$ cat config.mk
export PLATFORM = sky130hd
export DESIGN_NAME = dphy_lp_tx_seq_flat
export DESIGN_NICKNAME = d
export VERILOG_FILES = /design/src/rtl/dphy_lp_tx_seq_pkg.sv /design/src/rtl/dphy_lp_tx_seq_if.sv /design/src/rtl/dphy_lp_timer.sv /design/src/rtl/dphy_lp_tx_seq.sv /design/src/flat_wrapper.sv
export SDC_FILE = /design/constraint.sdc
export NUM_CORES = 1
export LEC_CHECK = 0
export ABC_AREA = 1
export BUFFER_PORTS_ARGS = -buffer_cell sky130_fd_sc_hd__buf_2
export CORE_ASPECT_RATIO = 1.4
export CORE_MARGIN = 2
export CORE_UTILIZATION = 56
export CTS_CLUSTER_SIZE = 10
export DETAILED_ROUTE_END_ITERATION = 10
export GPL_TIMING_DRIVEN = 0
export PLACE_DENSITY = 0.83
export SLEW_MARGIN = 20
export SYNTH_ARGS = -nofsm -noshare
export SYNTH_HDL_FRONTEND = slang
export SYNTH_SLANG_ARGS = --single-unit
$ cat constraint.sdc
create_clock -name LPTX_CLK -period 2.9 [get_ports LPTX_CLK]
set_input_delay 0.435 -clock LPTX_CLK [delete_from_list [all_inputs] [get_ports LPTX_CLK]]
set_output_delay 0.435 -clock LPTX_CLK [all_outputs]
set_load 0.03 [all_outputs]
$ cat src/rtl/dphy_lp_tx_seq_pkg.sv
// Shared D-PHY LP definitions: sequencer state encoding, LP line codes, escape command bytes.
// Also used by the LP-RX escape decoder.
package dphy_pkg;

  typedef enum logic [3:0] {
    ST_STOP      = 4'd0,
    ST_HS_RQST   = 4'd1,
    ST_HS_PRPR   = 4'd2,
    ST_HS_GO     = 4'd3,
    ST_HS_EXIT   = 4'd4,
    ST_ESC_RQST  = 4'd5,
    ST_ESC_BRDG  = 4'd6,
    ST_ESC_ENTRY = 4'd7,
    ST_ESC_GO    = 4'd8,
    ST_ESC_MARK  = 4'd9,
    ST_ESC_SPACE = 4'd10,
    ST_ULPS      = 4'd11,
    ST_WAKE      = 4'd12
  } lp_state_t;

  localparam logic [1:0] LP11 = 2'b11;
  localparam logic [1:0] LP10 = 2'b10;
  localparam logic [1:0] LP01 = 2'b01;
  localparam logic [1:0] LP00 = 2'b00;

  localparam logic [7:0] ESC_CMD_ULPS = 8'h1E;

  function automatic int max_cyc(input int a, input int b, input int c, input int d);
    int m;
    m = a;
    if (b > m) m = b;
    if (c > m) m = c;
    if (d > m) m = d;
    return m;
  endfunction

endpackage

$ cat src/rtl/dphy_lp_tx_seq_if.sv
// PPI-side request/status bundle between the upper layer (master) and the LP-TX sequencer (slave).
// Requests are levels; all status outputs come straight from sequencer registers.
interface dphy_lp_tx_seq_if;
  logic LPTX_EN;
  logic TxRequestHS;
  logic TxRequestEsc;
  logic TxUlpsEsc;
  logic TxUlpsExit;
  logic Dp;
  logic Dn;
  logic LP_OE;
  logic HSTX_EN;
  logic HSCLK_EN;
  logic Stopstate;
  logic UlpsActiveNot;

  modport master (
    output LPTX_EN, TxRequestHS, TxRequestEsc, TxUlpsEsc, TxUlpsExit,
    input  Dp, Dn, LP_OE, HSTX_EN, HSCLK_EN, Stopstate, UlpsActiveNot
  );

  modport slave (
    input  LPTX_EN, TxRequestHS, TxRequestEsc, TxUlpsEsc, TxUlpsExit,
    output Dp, Dn, LP_OE, HSTX_EN, HSCLK_EN, Stopstate, UlpsActiveNot
  );
endinterface

$ cat src/rtl/dphy_lp_timer.sv
// LP state duration timer: counts from 0 after clr, expire is high on the last cycle (cnt == limit-1).
// Combinational expire, no backpressure.
module dphy_lp_timer #(
  parameter int TMR_W = 5
) (
  input  logic             LPTX_CLK,
  input  logic             TxRSt,
  input  logic             clr,
  input  logic [TMR_W-1:0] limit,
  output logic             expire
);

  logic [TMR_W-1:0] cnt;

  always_ff @(posedge LPTX_CLK or negedge TxRSt) begin
    if (!TxRSt) begin
      cnt <= '0;
    end else if (clr) begin
      cnt <= '0;
    end else begin
      cnt <= cnt + TMR_W'(1);
    end
  end

  assign expire = (cnt == (limit - TMR_W'(1)));

endmodule

$ cat src/rtl/dphy_lp_tx_seq.sv
// D-PHY data-lane LP-TX sequencer: HS entry/exit, escape entry + command, ULPS and wake-up.
// Request sampled at edge k drives the new LP code after edge k; all outputs registered, no backpressure.
module dphy_lp_tx_seq #(
  parameter int          LPX_CYC    = 4,
  parameter int          HSPREP_CYC = 6,
  parameter int          HSEXIT_CYC = 5,
  parameter int          WAKEUP_CYC = 10,
  parameter logic [7:0]  ESC_CMD    = dphy_pkg::ESC_CMD_ULPS,
  parameter int          TMR_W      = $clog2(dphy_pkg::max_cyc(LPX_CYC, HSPREP_CYC,
                                                               HSEXIT_CYC, WAKEUP_CYC)) + 1
) (
  input  logic           LPTX_CLK,
  input  logic           TxRSt,
  dphy_lp_tx_seq_if.slave lp
);
  import dphy_pkg::*;

  lp_state_t        state;
  lp_state_t        nxt_state;
  logic [2:0]       bit_idx;
  logic [2:0]       nxt_bit;
  logic             stop_hold;
  logic [TMR_W-1:0] tmr_limit;
  logic             tmr_clr;
  logic             tmr_exp;
  logic [1:0]       dec_code;
  logic             dec_oe;

  always_comb begin
    tmr_limit = TMR_W'(LPX_CYC);
    case (state)
      ST_HS_PRPR: tmr_limit = TMR_W'(HSPREP_CYC);
      ST_HS_EXIT: tmr_limit = TMR_W'(HSEXIT_CYC);
      ST_WAKE:    tmr_limit = TMR_W'(WAKEUP_CYC);
      default:    tmr_limit = TMR_W'(LPX_CYC);
    endcase
  end

  always_comb begin
    nxt_state = state;
    nxt_bit   = bit_idx;
    if (!lp.LPTX_EN) begin
      nxt_state = ST_STOP;
    end else begin
      case (state)
        ST_STOP: begin
          // first STOP cycle after HS exit or wake-up ignores requests
          if (!stop_hold) begin
            if (lp.TxRequestHS)
              nxt_state = ST_HS_RQST;
            else if (lp.TxRequestEsc && lp.TxUlpsEsc)
              nxt_state = ST_ESC_RQST;
          end
        end
        ST_HS_RQST: begin
          if (!lp.TxRequestHS)  nxt_state = ST_HS_EXIT;
          else if (tmr_exp)     nxt_state = ST_HS_PRPR;
        end
        ST_HS_PRPR: begin
          if (!lp.TxRequestHS)  nxt_state = ST_HS_EXIT;
          else if (tmr_exp)     nxt_state = ST_HS_GO;
        end
        ST_HS_GO:     if (!lp.TxRequestHS) nxt_state = ST_HS_EXIT;
        ST_HS_EXIT:   if (tmr_exp) nxt_state = ST_STOP;
        ST_ESC_RQST:  if (tmr_exp) nxt_state = ST_ESC_BRDG;
        ST_ESC_BRDG:  if (tmr_exp) nxt_state = ST_ESC_ENTRY;
        ST_ESC_ENTRY: if (tmr_exp) nxt_state = ST_ESC_GO;
        ST_ESC_GO: begin
          if (tmr_exp) begin
            nxt_state = ST_ESC_MARK;
            nxt_bit   = 3'd7;
          end
        end
        ST_ESC_MARK:  if (tmr_exp) nxt_state = ST_ESC_SPACE;
        ST_ESC_SPACE: begin
          if (tmr_exp) begin
            if (bit_idx == 3'd0) begin
              nxt_state = ST_ULPS;
            end else begin
              nxt_state = ST_ESC_MARK;
              nxt_bit   = bit_idx - 3'd1;
            end
          end
        end
        ST_ULPS:      if (lp.TxUlpsExit) nxt_state = ST_WAKE;
        ST_WAKE:      if (tmr_exp) nxt_state = ST_STOP;
        default:      nxt_state = ST_STOP;
      endcase
    end
  end

  assign tmr_clr = !lp.LPTX_EN || (nxt_state != state);

  dphy_lp_timer #(.TMR_W(TMR_W)) u_tmr (
    .LPTX_CLK (LPTX_CLK),
    .TxRSt    (TxRSt),
    .clr      (tmr_clr),
    .limit    (tmr_limit),
    .expire   (tmr_exp)
  );

  always_comb begin
    dec_code = LP11;
    dec_oe   = 1'b1;
    case (nxt_state)
      ST_HS_RQST, ST_ESC_ENTRY:              dec_code = LP01;
      ST_HS_PRPR, ST_ESC_BRDG, ST_ESC_GO,
      ST_ESC_SPACE, ST_ULPS:                 dec_code = LP00;
      ST_ESC_RQST, ST_WAKE:                  dec_code = LP10;
      ST_ESC_MARK:                           dec_code = ESC_CMD[nxt_bit] ? LP10 : LP01;
      ST_HS_GO: begin
        dec_code = LP00;
        dec_oe   = 1'b0;
      end
      default:                               dec_code = LP11;
    endcase
    if (!lp.LPTX_EN) dec_oe = 1'b0;
  end

  always_ff @(posedge LPTX_CLK or negedge TxRSt) begin
    if (!TxRSt) begin
      state            <= ST_STOP;
      bit_idx          <= 3'd0;
      stop_hold        <= 1'b0;
      lp.Dp            <= 1'b1;
      lp.Dn            <= 1'b1;
      lp.LP_OE         <= 1'b0;
      lp.HSTX_EN       <= 1'b0;
      lp.HSCLK_EN      <= 1'b0;
      lp.Stopstate     <= 1'b1;
      lp.UlpsActiveNot <= 1'b1;
    end else begin
      state            <= nxt_state;
      bit_idx          <= nxt_bit;
      stop_hold        <= lp.LPTX_EN && (nxt_state == ST_STOP) &&
                          ((state == ST_HS_EXIT) || (state == ST_WAKE));
      {lp.Dp, lp.Dn}   <= dec_code;
      lp.LP_OE         <= dec_oe;
      lp.HSTX_EN       <= (nxt_state == ST_HS_GO);
      lp.HSCLK_EN      <= (nxt_state == ST_HS_GO);
      lp.Stopstate     <= lp.LPTX_EN && (nxt_state == ST_STOP);
      lp.UlpsActiveNot <= !((nxt_state == ST_ULPS) || (nxt_state == ST_WAKE));
    end
  end

endmodule

$ cat src/flat_wrapper.sv
// flat-port wrapper written by rule: the top's interface ports become plain ports
module dphy_lp_tx_seq_flat import dphy_pkg::*;
#(
  parameter int          LPX_CYC    = 4,
  parameter int          HSPREP_CYC = 6,
  parameter int          HSEXIT_CYC = 5,
  parameter int          WAKEUP_CYC = 10,
  parameter logic [7:0]  ESC_CMD    = dphy_pkg::ESC_CMD_ULPS,
  parameter int          TMR_W      = $clog2(dphy_pkg::max_cyc(LPX_CYC, HSPREP_CYC,
                                                               HSEXIT_CYC, WAKEUP_CYC)) + 1
)
  (LPTX_CLK, TxRSt, lp_LPTX_EN, lp_TxRequestHS, lp_TxRequestEsc, lp_TxUlpsEsc, lp_TxUlpsExit, lp_Dp, lp_Dn, lp_LP_OE, lp_HSTX_EN, lp_HSCLK_EN, lp_Stopstate, lp_UlpsActiveNot);
  dphy_lp_tx_seq_if lp_i ();
  input  logic LPTX_CLK;
  input  logic TxRSt;
  input wire logic [$bits(lp_i.LPTX_EN)-1:0] lp_LPTX_EN;
  input wire logic [$bits(lp_i.TxRequestHS)-1:0] lp_TxRequestHS;
  input wire logic [$bits(lp_i.TxRequestEsc)-1:0] lp_TxRequestEsc;
  input wire logic [$bits(lp_i.TxUlpsEsc)-1:0] lp_TxUlpsEsc;
  input wire logic [$bits(lp_i.TxUlpsExit)-1:0] lp_TxUlpsExit;
  output wire logic [$bits(lp_i.Dp)-1:0] lp_Dp;
  output wire logic [$bits(lp_i.Dn)-1:0] lp_Dn;
  output wire logic [$bits(lp_i.LP_OE)-1:0] lp_LP_OE;
  output wire logic [$bits(lp_i.HSTX_EN)-1:0] lp_HSTX_EN;
  output wire logic [$bits(lp_i.HSCLK_EN)-1:0] lp_HSCLK_EN;
  output wire logic [$bits(lp_i.Stopstate)-1:0] lp_Stopstate;
  output wire logic [$bits(lp_i.UlpsActiveNot)-1:0] lp_UlpsActiveNot;
  assign lp_i.LPTX_EN = lp_LPTX_EN;
  assign lp_i.TxRequestHS = lp_TxRequestHS;
  assign lp_i.TxRequestEsc = lp_TxRequestEsc;
  assign lp_i.TxUlpsEsc = lp_TxUlpsEsc;
  assign lp_i.TxUlpsExit = lp_TxUlpsExit;
  assign lp_Dp = lp_i.Dp;
  assign lp_Dn = lp_i.Dn;
  assign lp_LP_OE = lp_i.LP_OE;
  assign lp_HSTX_EN = lp_i.HSTX_EN;
  assign lp_HSCLK_EN = lp_i.HSCLK_EN;
  assign lp_Stopstate = lp_i.Stopstate;
  assign lp_UlpsActiveNot = lp_i.UlpsActiveNot;
  dphy_lp_tx_seq #(.LPX_CYC(LPX_CYC), .HSPREP_CYC(HSPREP_CYC), .HSEXIT_CYC(HSEXIT_CYC), .WAKEUP_CYC(WAKEUP_CYC), .ESC_CMD(ESC_CMD), .TMR_W(TMR_W)) u_core (.LPTX_CLK(LPTX_CLK), .TxRSt(TxRSt), .lp(lp_i));
endmodule
### After elaboration in Yosys (flattened, before gate mapping)

Memory sizes are Yosys's and may differ from the RTL's.
Cells that the tools add are included.

| operators by class | value |
|---|---|
| add/subtract/negate cells | 3 |
| $mul | 0 |
| div/mod/pow operators | 0 |
| magnitude comparators | 1 |
| eq/ne operators | 25 |
| shifts and indexed selects | 0 |
| multiplexer cells | 31 |
| bitwise gates (word level) | 0 |
| reduce and logical (&&, ||, !) cells | 15 |

Operators with widths:

| operator | number |
|---|---|
| 4-bit 2-to-1 mux | 17 |
| 4-bit case mux with 12 select lines | 1 |
| 4-bit == test, second input constant | 10 |
| 4-bit by 3-bit == test with 1-bit output, second input constant | 7 |
| 4-bit by 2-bit == test with 1-bit output, second input constant | 4 |
| 3-bit 2-to-1 mux | 4 |
| 4-bit case mux with 3 select lines | 1 |
| 4-bit by 1-bit == test with 1-bit output, second input constant | 2 |
| 4-bit zero test | 2 |
| 2-bit case mux with 4 select lines | 1 |
| 3-bit case mux with 2 select lines | 1 |
| 2-bit OR reduction | 3 |
| 6-bit OR reduction | 1 |
| 5-bit by 1-bit adder with 5-bit output, second input constant | 1 |
| 5-bit == test | 1 |
| 5-bit 2-to-1 mux | 1 |
| 5-bit by 1-bit subtractor with 5-bit output, second input constant | 1 |
| 3-bit by 4-bit < comparator with 1-bit output, second input constant | 1 |
| 2-bit 2-to-1 mux | 2 |
| 4-bit inequality test | 1 |
| 1-bit logical AND | 3 |
| 3-bit zero test | 1 |
| 1-bit logical OR | 3 |
| 1-bit 2-to-1 mux | 3 |
| 2 further kinds | 3 |

| word-level totals | value |
|---|---|
| register bits after elaboration | 19 |
| bits in latches | 0 |
| memory bits (writable) | 0 |
| memory bits (read-only) | 8 |
| bits of input ports | 7 |
| output and inout bits | 7 |
| word-level logic and storage cells | 86 |
| memories | 1 |

Memory list:

| memory | depth | width | read ports | clocked after Yosys merged registers in | wr ports | RTL line | RTL |
|---|---|---|---|---|---|---|---|
| (name not given) | 8 | 1 | 1 | 0 | 0 | dphy_lp_tx_seq.sv:110 | `ST_ESC_MARK: dec_code = ESC_CMD[nxt_bit] ? LP10 : LP01;` |

### Logic depth before layout (Yosys ltp)

| depth | value |
|---|---|
| word-level depth | 11 |
| gate-level depth with buffers | 23 |
| depth with buffers taken out | 21 |

### Modules after synthesis

From an unflattened synthesis, not the netlist that was laid out.

| second synthesis, totals | value |
|---|---|
| cell total of the unflattened synthesis | 265 |
| area total of the unflattened synthesis | 1704.1 sq um |

Modules (own cells, without submodules):

| module | times used | cells each | area each (sq um) | sequential area each (sq um) |
|---|---|---|---|---|
| dphy_lp_tx_seq | 1 | 206 | 1308.8 | 355.3 |
| dphy_lp_timer | 1 | 59 | 395.4 | 125.1 |

### Worst setup path before layout

Ideal clock, no wire load.

| timing path | value |
|---|---|
| kind | register to register |
| start | register u_core.state[0] |
| end | register u_core.lp.LP_OE |
| library setup time | 0.126 ns |
| data arrival time | 2.286 ns |
| data required time | 2.774 ns |
| path slack | 0.489 ns |
| stages on the path, launching flop included | 22 |
| buffers on the path | 2 |
| clock period less this slack | 2.411 ns |
| cell sequence | dfrtp_1 > buf_2 > inv_2 > nand2_1 > nor2_1 > a21oi_1 > ha_1 > nand2_1 > nand2_1 > nor2_1 > nand2_1 > inv_1 > nand3_2 > buf_6 > nand3_1 > nand2_1 > inv_1 > nand2_2 > nand2_4 > nand2_1 > nor3_2 > nor2_1 |

| between the ends | value |
|---|---|
| longest elaborated chain between the ends | 11 |
| elaborated cells between the ends (all ways) | 38 |
| classes of those cells | add/sub (1); eq/ne (14); mux (21); reduce/logical (2) |

RTL lines:

| item | RTL line | RTL |
|---|---|---|
| start: declaration | dphy_lp_tx_seq.sv:18 | `lp_state_t state;` |
| start signal: assignment | dphy_lp_tx_seq.sv:133 | `state <= nxt_state;` |
| 4-bit == test (tied with other cells) | dphy_lp_tx_seq.sv:31, dphy_lp_tx_seq.sv:45 |  |
| 4-bit case mux with 3 select lines | dphy_lp_tx_seq.sv:31 | `case (state)` |
| 5-bit by 1-bit subtractor with 5-bit output | dphy_lp_timer.sv:25 | `assign expire = (cnt == (limit - TMR_W'(1)));` |
| 5-bit == test | dphy_lp_timer.sv:25 |  |
| 4-bit 2-to-1 mux (on tied branches) | dphy_lp_tx_seq.sv:61, dphy_lp_tx_seq.sv:57 |  |
| 4-bit 2-to-1 mux (on tied branches) | dphy_lp_tx_seq.sv:60, dphy_lp_tx_seq.sv:56 |  |
| 4-bit case mux with 12 select lines * | dphy_lp_tx_seq.sv:45 | `case (state)` |
| 4-bit 2-to-1 mux * | dphy_lp_tx_seq.sv:42 | `if (!lp.LPTX_EN) begin` |
| 4-bit by 2-bit == test with 1-bit output * | dphy_lp_tx_seq.sv:105 | `case (nxt_state)` |
| 1-bit 2-to-1 mux * | dphy_lp_tx_seq.sv:105 |  |
| 1-bit 2-to-1 mux * | dphy_lp_tx_seq.sv:117 | `if (!lp.LPTX_EN) dec_oe = 1'b0;` |
| named net u_core.dec_oe | dphy_lp_tx_seq.sv:27 | `logic dec_oe;` |
| end signal: assignment | dphy_lp_tx_seq.sv:138 | `lp.LP_OE <= dec_oe;` |
| end: declaration | dphy_lp_tx_seq_if.sv:24 | `output Dp, Dn, LP_OE, HSTX_EN, HSCLK_EN, Stopstate, UlpsActiveNot` |

The timed path passes the listed nets; every way through them passes the cells marked *.

### Worst setup path after layout

Ends and elaborated chain as after synthesis.

==> flow_summary.ini <==
[run_status]
status = complete, no violations

[clock_tree]
clk_pin_slew_ps = 110
cts_buffers = 3
numClockSinks = 19
cts_tree = built
insertion_delay_ps = 300
cts_root_buffer = clkbuf_4
htree_levels = 1
cts_buffer_depth = 2

[placement]
place_inst = 284
gp_congestion = 0.855
dp_hpwl_mm = 2.49
dp_slack_ps = 148
place_area_um2 = 1630
port_buffers = 12

[layout]
regArea_um2 = 484
multi_input_area_um2 = 922
stdcell_count = 293
drive_above_1_share = 0.226
area_growth_pct = 12.5
post-route-cell-area_um2 = 1720
antennaDiodeCount = 0
fin_nets = 269
fillers = 249
fin_util = 0.657

[timing]
tns_ps = 0
hold_viol_final = 0
slew-limit-headroom = 0.729
period_share = 0.928
setup_viol = 0
fmax_mhz = 371
layout_setup_ws_ps = 208
tightestPinTransition_ps = 407
clock_skew_ps = 2.15
drv_slew = 0
min_period_ps = 2690

[power]
swShare = 0.385
p_seq_frac = 0.449
switchingPower_w = 0.000263
p_per_area_nw_per_um2 = 398
comb_power_share = 0.350
clkPwrFrac = 0.202
power_leakage_nw = 0.910
irDropWorstVdd_v = 0.000384
internal_power_w = 0.000421

[logic_synthesis]
yosysTopAreaCell = dfrtp_1
yosys_register_bits = 19
yosysMostFrequentCell = nand2_1
synth_area_leaders = dfrtp_1 25%, nand2_1 20%, nor2_1 7.4%
netlist-cell-type-count = 31
syn_area_per_cell_um2 = 6.47
syn_inst = 236
synth_fp_nets = 247
ys_warn_count = 0
post_synth_instance_area_um2 = 1530
synthTopCellsByCount = 80 x nand2_1, 30 x nor2_1, 24 x inv_1, 22 x nand3_1, 15 x dfrtp_1
synth_edf_count = 0
synth-async-reset-ratio = 1.00
ys_seq_area_frac = 0.314
ys.flop_type = dfrtp_1
synth_top_area_frac = 0.246

[routing]
post_drt_wl_per_cell_um = 11.1
dr.first_iter.drc_count = 41
wl_mm = 3.26
vias = 1469
drc = 0
antenna_left = 0
via_per_inst = 5.01
drt-pass1-iter-count = 4

[global_routing]
grt_pass1_wl_mm = 5.38
grt_overflow = 0
grt_pass1_vias = 1336
grt_usage = 0.224
antenna_found_initial = 0
grt_max_degree = 20

[worst_setup_path]
reg2reg_from = u_core.state[0]
critical_path_class = register to register
cp.arrival_ps = 2890
cp-end-kind = register
cp-start-kind = register
crit_fanout = 10
r2r_cells = 20
critPathLaunch = u_core.state[0]
required_ps = 3100
regToRegSetupSlack_ps = 210
endpoint = u_core.lp.LP_OE
r2r_end = u_core.lp.LP_OE

[floorplanning]
die_area_um2 = 3170
num_rows = 22
fp.dieH_um = 65.8
core_um2 = 2620
die_w_um = 48.1
initial_core_util = 0.584
io_pins = 14

[job]
maxCapViolCount = 0

[hold_path]
hold_path.class = input pin to async pin
==> final cells by class <==
type	instances	area share
multi-input combinational	184	0.536
sequential	19	0.282
inverter	29	0.0633
timing repair buffer	18	0.0611
tap	36	0.0262
buffer	3	0.0138
clock buffer	3	0.0131
clock inverter	1	0.00437
==> layer usage <==
| metal | global-route usage | wire [um] |
|---|---|---|
| met1 | 0.259 | 1350 |
| met2 | 0.413 | 1770 |
| met3 | 0.0191 | 76 |
| met4 | 0.0574 | 56 |
| met5 | 0 | 0 |
==> cells by family (layout without fill, tap and decap cells) <==
kind of cell    Yosys count  count (layout)  synth area share
fa+ha+maj                 4               4            0.0328
compound gates           18              18            0.0696
simple gates            157             157             0.459
flops                    19              19             0.314
xor+xnor                  5               5            0.0336
buf+inv                  33              54            0.0901
==> critical path: stages, from the launching register on <==
cell and delay [ps]:
dfrtp_2 490, inv_2 110, nand2_1 120, nor2_2 150
a21oi_1 70, ha_1 300, nand2_1 70, nand2_1 50
nor2_2 110, nand2_1 60, inv_1 60, nand3_2 80
buf_6 160, nand3_1 70, nand2_1 50, inv_1 60
nand2_2 100, nand2_4 120, nand2_1 100, nor3_2 190
nor2_1 60
==> per-stage QoR <==
step                hold WS [ps]  power (W)
floorplan                    139   0.000493
global route                68.0   0.000734
global placement             379   0.000540
finish                      40.4   0.000685
CTS                         49.9   0.000681
detailed placement           384   0.000544
==> state kept, by name, summed over array words and instances, names as in the netlist <==
register                 cells
u_core.bit_idx               3
u_core.lp.Dn                 1
u_core.lp.Dp                 1
u_core.lp.HSTX_EN            1
u_core.lp.LP_OE              1
u_core.lp.Stopstate          1
u_core.lp.UlpsActiveNot      1
u_core.state                 4
u_core.stop_hold             1
u_core.u_tmr.cnt             5
==> power groups by stage <==
stage | clock, W | combinational (W) | sequential, W
floorplan | 0 | 0.000173 | 0.000321
global placement | 0 | 0.000231 | 0.000309
detailed placement | 0 | 0.000235 | 0.000309
CTS | 0.000141 | 0.000236 | 0.000304
global route | 0.000148 | 0.000275 | 0.000310
finish | 0.000138 | 0.000239 | 0.000307
==> worst min path at each step <==
stage,to,slack [ps],depth (start not counted)
after floorplan,u_core.bit_idx[0],140,0
after global placement,u_core.bit_idx[2],380,1
after detailed placement,u_core.bit_idx[2],380,1
after CTS,u_core.lp.LP_OE,50,1
after global routing,u_core.lp.HSTX_EN,70,1
final,u_core.lp.HSTX_EN,40,1
==> timing repair <==
| item | 4_1_cts | 5_1_grt |
|---|---|---|
| hold buffers | 0 | 0 |
| resized for setup | 0 | 7 |
| setup buffers | 0 | 6 |
| endpoints found under the setup margin | 0 | 12 |
==> cells in the final DEF (no fill, tap or decap) <==
master / instances
dfrtp_1: 12
nand2_4: 1
nand3_2: 2
buf_4: 7
nor3_2: 2
buf_6: 1
nand3b_1: 1
nor4_1: 1
xor2_1: 3
o21bai_1: 1
nand4_1: 1
nand2_2: 6
nor2_1: 27
a21oi_1: 8
dfrtp_2: 3
clkbuf_4: 3
inv_1: 24
nor2_2: 4
xor2_2: 1
o21a_1: 1
dfstp_2: 4
clkinvlp_4: 1
nor3_1: 7
buf_2: 13
o21ai_1: 1
a21oi_2: 3
xnor2_1: 1
clkinv_1: 1
ha_1: 4
inv_2: 4
nand3_1: 22
nand2_1: 80
nor2_4: 3
o21ai_0: 4
(Power assumes the default switching activity.)
